$ cat config.mk
export PLATFORM = sky130hd
export DESIGN_NAME = gate_arbiter
export DESIGN_NICKNAME = d
export VERILOG_FILES = /design/src/rtl/gate_pkg.sv /design/src/rtl/gate_alu.sv /design/src/rtl/gate_and.sv /design/src/rtl/gate_nand.sv /design/src/rtl/gate_not.sv /design/src/rtl/gate_or.sv /design/src/rtl/gate_arbiter.sv
export SDC_FILE = /design/constraint.sdc
export NUM_CORES = 1
export LEC_CHECK = 0
export ABC_AREA = 1
export BUFFER_PORTS_ARGS = -buffer_cell sky130_fd_sc_hd__buf_2
export CAP_MARGIN = 10
export CORE_UTILIZATION = 50
export DETAILED_ROUTE_END_ITERATION = 8
export HOLD_SLACK_MARGIN = 0.03
export PLACE_DENSITY = 0.87
export SLEW_MARGIN = 30
export SYNTH_ARGS = -nofsm -noshare
export SYNTH_HDL_FRONTEND = slang
export SYNTH_HIERARCHICAL = 1
export SYNTH_SLANG_ARGS = --single-unit
$ cat constraint.sdc
create_clock -name clk -period 4.9 [get_ports clk]
set_input_delay 0.245 -clock clk [delete_from_list [all_inputs] [get_ports clk]]
set_output_delay 0.245 -clock clk [all_outputs]
set_load 0.01 [all_outputs]
$ cat src/rtl/gate_pkg.sv
// gate_pkg: shared definitions for the gate arbiter slice.
//   - op_e    : opcode encoding of the shared bitwise logic unit
//   - state_e : arbiter FSM state encoding
//   - pick_t  : result of a round-robin search (found flag + requester id)
//   - rr_pick : round-robin search over four requesters starting at ptr
package gate_pkg;

    localparam int NUM_REQ = 4;
    localparam int ID_W    = 2;

    typedef enum logic [1:0] {
        OP_AND  = 2'b00,
        OP_OR   = 2'b01,
        OP_NOT  = 2'b10,
        OP_NAND = 2'b11
    } op_e;

    typedef enum logic [1:0] {
        ST_IDLE = 2'b00,
        ST_EXEC = 2'b01,
        ST_RESP = 2'b10
    } state_e;

    typedef struct packed {
        logic            found;
        logic [ID_W-1:0] id;
    } pick_t;

    // Search order is ptr, ptr+1, ... wrapping through the 2-bit id space.
    // The loop runs from the farthest candidate down to ptr so the nearest
    // valid requester is the last one written and therefore wins.
    function automatic pick_t rr_pick(input logic [NUM_REQ-1:0] valid,
                                      input logic [ID_W-1:0]    ptr);
        pick_t           p;
        logic [ID_W-1:0] cand;
        p.found = 1'b0;
        p.id    = ptr;
        for (int k = NUM_REQ - 1; k >= 0; k--) begin
            cand = ptr + ID_W'(k);
            if (valid[cand]) begin
                p.found = 1'b1;
                p.id    = cand;
            end
        end
        return p;
    endfunction

endpackage

$ cat src/rtl/gate_alu.sv
// gate_alu: shared combinational bitwise logic unit.
//   op   : OP_AND / OP_OR / OP_NOT / OP_NAND
//   a, b : operands (b unused for OP_NOT)
//   y    : selected result
// All four gate cells evaluate in parallel; a 4:1 select picks one.
module gate_alu
    import gate_pkg::*;
#(
    parameter int WIDTH = 32
) (
    input  op_e              op,
    input  logic [WIDTH-1:0] a,
    input  logic [WIDTH-1:0] b,
    output logic [WIDTH-1:0] y
);
    logic [WIDTH-1:0] y_and;
    logic [WIDTH-1:0] y_or;
    logic [WIDTH-1:0] y_not;
    logic [WIDTH-1:0] y_nand;

    gate_and  #(.WIDTH(WIDTH)) u_and  (.a(a), .b(b), .y(y_and));
    gate_or   #(.WIDTH(WIDTH)) u_or   (.a(a), .b(b), .y(y_or));
    gate_not  #(.WIDTH(WIDTH)) u_not  (.a(a),        .y(y_not));
    gate_nand #(.WIDTH(WIDTH)) u_nand (.a(a), .b(b), .y(y_nand));

    always_comb begin
        y = y_and;
        case (op)
            OP_AND:  y = y_and;
            OP_OR:   y = y_or;
            OP_NOT:  y = y_not;
            OP_NAND: y = y_nand;
            default: y = y_and;
        endcase
    end
endmodule

$ cat src/rtl/gate_and.sv
// gate_and: WIDTH-bit bitwise AND cell.
//   a, b : operands
//   y    : a & b
module gate_and #(
    parameter int WIDTH = 32
) (
    input  logic [WIDTH-1:0] a,
    input  logic [WIDTH-1:0] b,
    output logic [WIDTH-1:0] y
);
    assign y = a & b;
endmodule

$ cat src/rtl/gate_nand.sv
// gate_nand: WIDTH-bit bitwise NAND cell.
//   a, b : operands
//   y    : ~(a & b)
module gate_nand #(
    parameter int WIDTH = 32
) (
    input  logic [WIDTH-1:0] a,
    input  logic [WIDTH-1:0] b,
    output logic [WIDTH-1:0] y
);
    assign y = ~(a & b);
endmodule

$ cat src/rtl/gate_not.sv
// gate_not: WIDTH-bit bitwise complement cell.
//   a : operand
//   y : ~a (same width, no extension)
module gate_not #(
    parameter int WIDTH = 32
) (
    input  logic [WIDTH-1:0] a,
    output logic [WIDTH-1:0] y
);
    assign y = ~a;
endmodule

$ cat src/rtl/gate_or.sv
// gate_or: WIDTH-bit bitwise OR cell.
//   a, b : operands
//   y    : a | b
module gate_or #(
    parameter int WIDTH = 32
) (
    input  logic [WIDTH-1:0] a,
    input  logic [WIDTH-1:0] b,
    output logic [WIDTH-1:0] y
);
    assign y = a | b;
endmodule

$ cat src/rtl/gate_arbiter.sv
// gate_arbiter: time-shares one gate_alu among N (=4) requesters.
//   clk, rst   : clock, synchronous active-high reset
//   req_valid  : per-requester pending flag
//   req_op     : per-requester 2-bit opcode, packed [2i+1:2i]
//   req_a/b    : per-requester operands, packed [WIDTH*i +: WIDTH]
//   req_ready  : one-hot combinational accept strobe (IDLE only)
//   rsp_valid  : registered result-valid (RESP only)
//   rsp_id     : requester that owns rsp_data
//   rsp_data   : registered result
//   rsp_ready  : consumer accepts the response
// Flow: IDLE (grant + capture) -> EXEC (compute, register) -> RESP (hold
// until rsp_ready). The round-robin pointer advances only when a response
// completes, so a discarded (reset) operation never moves it.
module gate_arbiter
    import gate_pkg::*;
#(
    parameter int WIDTH = 32,
    parameter int N     = 4
) (
    input  logic               clk,
    input  logic               rst,
    input  logic [N-1:0]       req_valid,
    input  logic [2*N-1:0]     req_op,
    input  logic [N*WIDTH-1:0] req_a,
    input  logic [N*WIDTH-1:0] req_b,
    output logic [N-1:0]       req_ready,
    output logic               rsp_valid,
    output logic [1:0]         rsp_id,
    output logic [WIDTH-1:0]   rsp_data,
    input  logic               rsp_ready
);
    state_e           state_q, state_d;
    logic [ID_W-1:0]  ptr_q, ptr_d;
    logic [ID_W-1:0]  id_q, id_d;
    op_e              op_q, op_d;
    logic [WIDTH-1:0] a_q, a_d;
    logic [WIDTH-1:0] b_q, b_d;
    logic             rsp_valid_q, rsp_valid_d;
    logic [ID_W-1:0]  rsp_id_q, rsp_id_d;
    logic [WIDTH-1:0] rsp_data_q, rsp_data_d;

    logic [WIDTH-1:0] a_arr  [N];
    logic [WIDTH-1:0] b_arr  [N];
    logic [1:0]       op_arr [N];
    logic [N-1:0]     grant;
    logic [WIDTH-1:0] alu_y;
    pick_t            pick;

    // Unpack the flat request buses into per-requester views.
    generate
        for (genvar gi = 0; gi < N; gi++) begin : g_unpack
            assign a_arr[gi]  = req_a[WIDTH*gi +: WIDTH];
            assign b_arr[gi]  = req_b[WIDTH*gi +: WIDTH];
            assign op_arr[gi] = req_op[2*gi +: 2];
        end
    endgenerate

    gate_alu #(.WIDTH(WIDTH)) u_alu (
        .op (op_q),
        .a  (a_q),
        .b  (b_q),
        .y  (alu_y)
    );

    always_comb begin
        pick        = rr_pick(req_valid, ptr_q);
        grant       = '0;
        state_d     = state_q;
        ptr_d       = ptr_q;
        id_d        = id_q;
        op_d        = op_q;
        a_d         = a_q;
        b_d         = b_q;
        rsp_valid_d = rsp_valid_q;
        rsp_id_d    = rsp_id_q;
        rsp_data_d  = rsp_data_q;

        case (state_q)
            ST_IDLE: begin
                if (pick.found) begin
                    grant[pick.id] = 1'b1;
                    op_d           = op_e'(op_arr[pick.id]);
                    a_d            = a_arr[pick.id];
                    b_d            = b_arr[pick.id];
                    id_d           = pick.id;
                    state_d        = ST_EXEC;
                end
            end
            ST_EXEC: begin
                rsp_data_d  = alu_y;
                rsp_id_d    = id_q;
                rsp_valid_d = 1'b1;
                state_d     = ST_RESP;
            end
            ST_RESP: begin
                if (rsp_ready) begin
                    rsp_valid_d = 1'b0;
                    ptr_d       = id_q + ID_W'(1);
                    state_d     = ST_IDLE;
                end
            end
            default: begin
                rsp_valid_d = 1'b0;
                state_d     = ST_IDLE;
            end
        endcase
    end

    always_ff @(posedge clk) begin
        if (rst) begin
            state_q     <= ST_IDLE;
            ptr_q       <= '0;
            id_q        <= '0;
            op_q        <= OP_AND;
            a_q         <= '0;
            b_q         <= '0;
            rsp_valid_q <= 1'b0;
            rsp_id_q    <= '0;
            rsp_data_q  <= '0;
        end else begin
            state_q     <= state_d;
            ptr_q       <= ptr_d;
            id_q        <= id_d;
            op_q        <= op_d;
            a_q         <= a_d;
            b_q         <= b_d;
            rsp_valid_q <= rsp_valid_d;
            rsp_id_q    <= rsp_id_d;
            rsp_data_q  <= rsp_data_d;
        end
    end

    // The grant is combinational, so it must be masked while reset is held.
    assign req_ready = rst ? '0 : grant;
    assign rsp_valid = rsp_valid_q;
    assign rsp_id    = rsp_id_q;
    assign rsp_data  = rsp_data_q;

endmodule

# Yosys cells after proc, flatten, opt, wreduce, memory -nomap -nowiden
# Index checks and enable logic that the tools add are counted.
# totals
word_cells,72
input_bits,271
reg_bits,107
# classes
n_reduce_logical,7
magnitude_cmp,7
mux,32
add_sub_neg,4
n_eq_ne,7
bitwise,6
# op_table
op,n
$bmux 32 s2,2
$mux 32,4
$pmux 32 s4,1
$not 32->32,2
$and 32x32->32,1
$or 32x32->32,1
$lt 2x3->1 const B,5
$mux 3,4
$mux 4,3
$bmux 1 s2,4
$mux 2,4
$reduce_and 2->1,4
$eq 2x2->1 const B,3
$mux 1,6
$pmux 2 s3,1
$add 2x1->2 const B,2
$add 2x2->2 const B,2
$bmux 2 s2,1
$eq 2x1->1 const B,2
$logic_not 2->1,2
$ne 2x2->1 const B,2
$ge 3x3->1 const B,1
$not 2->3,1
$pmux 1 s3,1
other kinds (4),4

# Logic depth before layout (Yosys ltp)
# depth
depth_word,14
mapped_depth,17

# By module
# Netlist, hierarchy kept.
# by_module_without_submodules
module,cells_each,area_per_inst_um2,instances,seq_area_each_um2
gate_arbiter,964,5980.7,1,2142.1
gate_alu,186,1078.5,1,0.0
gate_or,96,360.3,1,0.0
gate_and,64,240.2,1,0.0
gate_nand,32,120.1,1,0.0
gate_not,32,120.1,1,0.0

# Worst setup path before layout
# No wires, ideal clock.
# synth_path
path_type,register to output
startpoint,reg ptr_q[0]
endpoint,out req_ready[2]
path_slack_ns,2.990
t_arrival_ns,1.665
path_stages_with_launch,13
t_required_ns,4.655
cell_sequence,dfxtp_1 > buf_6 > inv_4 > nand2_1 > nand3_1 > nand2_2 > nor2_1 > nand3_1 > nand2_1 > nor2_2 > buf_2 > inv_1 > nor3_1
# synth_between
elab_chain_len,14
# synth_lines
item,line_no,source
start: declaration,gate_arbiter.sv:33,"logic [ID_W-1:0] ptr_q, ptr_d;"
start signal: assignment,gate_arbiter.sv:122,ptr_q <= ptr_d;
$add 2x2->2,gate_pkg.sv:39,cand = ptr + ID_W'(k);
$bmux 1 s2,gate_pkg.sv:40,if (valid[cand]) begin
$mux 1 (implied by the code),gate_pkg.sv:40,
$mux 3 (3 in a row),gate_pkg.sv:40,
$mux 3 (*),gate_pkg.sv:40,
$lt 2x3->1 (implied by the code) or $ge 2x1->1 (tied branches),gate_arbiter.sv:81,grant[pick.id] = 1'b1;
$logic_and 1x1->1 (implied by the code),gate_arbiter.sv:81,
$mux 1 (implied by the code),gate_arbiter.sv:81,
$demux 1 s2,gate_arbiter.sv:81,
$mux 4 (*),gate_arbiter.sv:80,if (pick.found) begin
$mux 4 (*),gate_arbiter.sv:78,case (state_q)
$mux 4 (*),gate_arbiter.sv:134,assign req_ready = rst ? '0 : grant;
end: declaration,gate_arbiter.sv:26,"output logic [N-1:0] req_ready,"
# Every way passes the cells marked *; elsewhere a longest branch is shown, timed or not. The select of a mux whose other input is x is not followed.

# Worst setup path in the final report
# Ends and elaborated chain as after synthesis.

==> results.md <==
Outcome:
- The run finished with clean final reports.

Layout:
- The filler-free cell count of the finished design is 1827.
- The post-route netlist has 22.62% of its cells at a drive strength greater than 1.
- The area added between synthesis and finish is 20.73%.
- After the last flow step, the layout net total stands at 1872.

Routing:
- The number of DRC markers after the initial detailed-route iteration is 969.
- The wire length per cell after detailed routing is 15.06 um.
- Before antenna repair, the detailed router went through 5 iterations.
- The post-detailed-route count of antenna-violating nets is 0.
- In the routed layout, each cell is associated on average with a via count of 5.417.
- Summing over every cut layer, the via total after detailed routing is 9896.
- The post-route DRC violation count is 0.
- The wire length after detailed routing is 27510 um.

Clocking:
- The post-cts resize count is 0.
- The clock tree synthesis step divided the H-tree into 3 levels.
- The number of clock buffers added by TritonCTS is 9.
- The cell sitting at the root of the clock tree is a sky130_fd_sc_hd__clkbuf_16.
- Clock tree synthesis found a total of 107 sinks.
- The clock tree from TritonCTS is yes.
- The clock reaches the later pin of the worst-skew pair after 360 ps.
- The number of setup buffers added after CTS is 0.
- The clock edge transition at the registers on the reported setup and hold paths is 70 ps.
- The number of hold buffers added after CTS was 0.
- The clock passes through at most 2 buffers.

Synthesis:
- Of the post-synthesis cell area, the dominant cell type holds 27.11%.
- Of the synthesized area, sequential elements account for 27.11%.
- The number of flops mapped to enable cells by yosys is 0.
- Summing every instance area after synthesis gives 7900 um2.
- The most used flip-flop cell after synthesis is sky130_fd_sc_hd__dfxtp_1.
- The commonest cells after synthesis are sky130_fd_sc_hd__nand2_1 (427), sky130_fd_sc_hd__nand3_1 (423), sky130_fd_sc_hd__inv_1 (139).
- Each instance of the synthesized netlist takes up on average 5.750 um2.
- Of all cell types, the one taking the most synthesized area is sky130_fd_sc_hd__dfxtp_1.
- Ranked by total cell area, the synthesized netlist is headed by sky130_fd_sc_hd__dfxtp_1 (27%), sky130_fd_sc_hd__nand3_1 (27%), sky130_fd_sc_hd__nand2_1 (20%).
- The warning count from the yosys run is 6.
- The most common cell in the netlist is sky130_fd_sc_hd__nand2_1.
- The post-synth net total is 1645.
- The instance count of the mapped netlist is 1374.
- The synthesized netlist contains 27 unique library cells.
- The async set-reset flop share out of synthesis is 0%.
- The synthesized design contains 107 register bits.

STA:
- Setup violations remaining at the end of the flow were counted as 0.
- Based on the critical path, the design can be clocked at up to 0.3133 GHz.
- The number of slew-limit violations in the final report was 0.
- The worst slew margin relative to its limit is 39.62%.
- The shortest clock period the worst path allows after layout is 3192 ps.
- The final number of hold-violating endpoints was 0.
- The total negative slack for setup checks is 0 ps.
- In the finished design, the share of the clock period the worst path needs comes to 65.14%.
- The transition at the pin with the smallest max-transition slack is 902.4 ps.
- Setup repair after global routing left no endpoint under its margin.
- The clock arrives with 9.982 ps of skew.

Floorplan:
- For this configuration, the core starts out at a cell density of 51.58%.
- The floorplan step set the die width to 127.7 um.
- In this run the standard cell core region covers 15310 um2.
- The floorplan has 45 rows.
- The floorplan step defined a die boundary enclosing 16310 um2.
- For this design the top-level I/O count stands at 310.
- The die span in y is 127.7 um.

Power and ir drop:
- VDD sags by at most 201.7 uV.
- The analysis attributes to cell leakage a power of 0.005091 uW.
- The design draws 3448 uW.
- The power per standard cell area is 361.5 nW/um2.

Placement:
- The number of port buffers is 309.
- Routability-driven placement finished with a final weighted congestion of 0.9065.
- The HPWL reported at the end of detailed placement is 19860 um.
- In this run, placement finished with an instance count of 1801.

GRT:
- Global routing finished with a remaining overflow of 0.
- The number of global-route vias before repair is 8290.
- The initial antenna violation count is 12.
- For this run, the total global-route usage over all layers was measured as 33.50%.
- The pin count of the biggest net entering global routing is 97.
- The first global-routing pass estimated 42740 um of wire.

Setup path:
- The worst register-to-register path has a setup slack of 1760 ps.
- STA puts the critical path data required time at 4660 ps.
- The arrival time at the worst endpoint is 2950 ps.
- STA classifies the critical path endpoint as an output pin.
- The critical path in this run is classified as flip-flop to output pin.
- In this run the worst path has a maximum fanout of 45.
- The kind of launch point of the worst setup path is a flip-flop.

Min path:
- The classification of the worst-slack hold path is input pin to flip-flop.

Job:
- Max-cap violations in this run came to 0.
layer usage:
layer | wire length [um] | global-route usage, %
met4 | 855 | 13.43
met3 | 2837 | 8.097
met1 | 11700 | 46.10
met5 | 25 | 0
met2 | 12090 | 50.24
path summary, 6_finish.rpt:
kind | cells past startpoint | startpoint | end
setup reg to reg | 13 | ptr_q[0] | b_q[27]
hold / removal | 2 | rst | ptr_q[1]
hold reg to reg | 2 | b_q[8] | b_q[8]
setup / recovery | 11 | ptr_q[0] | req_ready[2]
stage by stage:
stage / instance area [um2] / setup WS [ps] / utilization [%] / hold WS (ps)
6_report: 9538 / 1708 / 62.28 / 137.2
3_5_place_dp: 9206 / 1749 / 60.11 / 473.7
2_1_floorplan: 7900 / 2990 / - / 314.1
3_3_place_gp: 9204 / 1804 / 60.10 / 467.3
4_1_cts: 9502 / 1414 / 62.04 / 119.4
5_1_grt: 9535 / 1454 / 62.26 / 134.7
power breakdown:
part	internal, uW	total (uW)	switching (uW)
Combinational	502	1450	946
Clock	422	749	327
Sequential	1050	1250	206
Total	1970	3450	1480
sequential cells by signal, summed over array words and instances, names as in the netlist:
signal	flops
op_q	2
state_q	2
rsp_data	32
ptr_q	2
rsp_id	2
rsp_valid	1
a_q	32
id_q	2
b_q	32
critical path: stages, from the launching register on:
cell and delay [ps]:
sky130_fd_sc_hd__dfxtp_1 560, sky130_fd_sc_hd__inv_4 110, sky130_fd_sc_hd__nand2_1 100, sky130_fd_sc_hd__nand3_1 90, sky130_fd_sc_hd__nand3_1 100, sky130_fd_sc_hd__nand2_1 60
sky130_fd_sc_hd__nand2_1 60, sky130_fd_sc_hd__nand2_1 100, sky130_fd_sc_hd__o21ai_4 570, sky130_fd_sc_hd__buf_4 570, sky130_fd_sc_hd__nor3_1 80, sky130_fd_sc_hd__buf_2 160
layout by cell type (no fill, tap or decap), types with 2 or more instances in the layout:
cell,instances
sky130_fd_sc_hd__nand4_1,32
sky130_fd_sc_hd__nand3_1,423
sky130_fd_sc_hd__buf_4,11
sky130_fd_sc_hd__inv_4,2
sky130_fd_sc_hd__inv_2,7
sky130_fd_sc_hd__nor3_1,2
sky130_fd_sc_hd__dfxtp_2,2
sky130_fd_sc_hd__clkbuf_1,2
sky130_fd_sc_hd__diode_2,11
sky130_fd_sc_hd__nor2_2,2
sky130_fd_sc_hd__nand3_2,10
sky130_fd_sc_hd__o21ai_0,37
sky130_fd_sc_hd__buf_2,309
sky130_fd_sc_hd__clkbuf_8,2
sky130_fd_sc_hd__dfxtp_1,105
sky130_fd_sc_hd__nor2_1,68
sky130_fd_sc_hd__inv_1,137
sky130_fd_sc_hd__a21oi_1,6
sky130_fd_sc_hd__nand2_2,2
sky130_fd_sc_hd__nand2_1,426
sky130_fd_sc_hd__clkbuf_16,9
cell families (layout without fill, tap and decap cells):
group,Yosys count,after routing,synth area share (%)
AOI/OAI and AO/OA,47,47,3.073
buffers and inverters,250,481,14.78
DFF,107,107,27.11
other,0,11,0
and+or+nand+nor,970,970,55.04
final cells by class:
cell class              instances  area (um2)
well taps                     211       264.0
fillers                      1543        5777
diodes                         11       27.53
repair buffers                320        1629
clock buffers                  13       260.3
multi-input cells            1017        4624
clock inverters                 2       35.03
flip-flops and latches        107        2145
inverters                     146       553.0
Power figures use the tool's default switching activity.
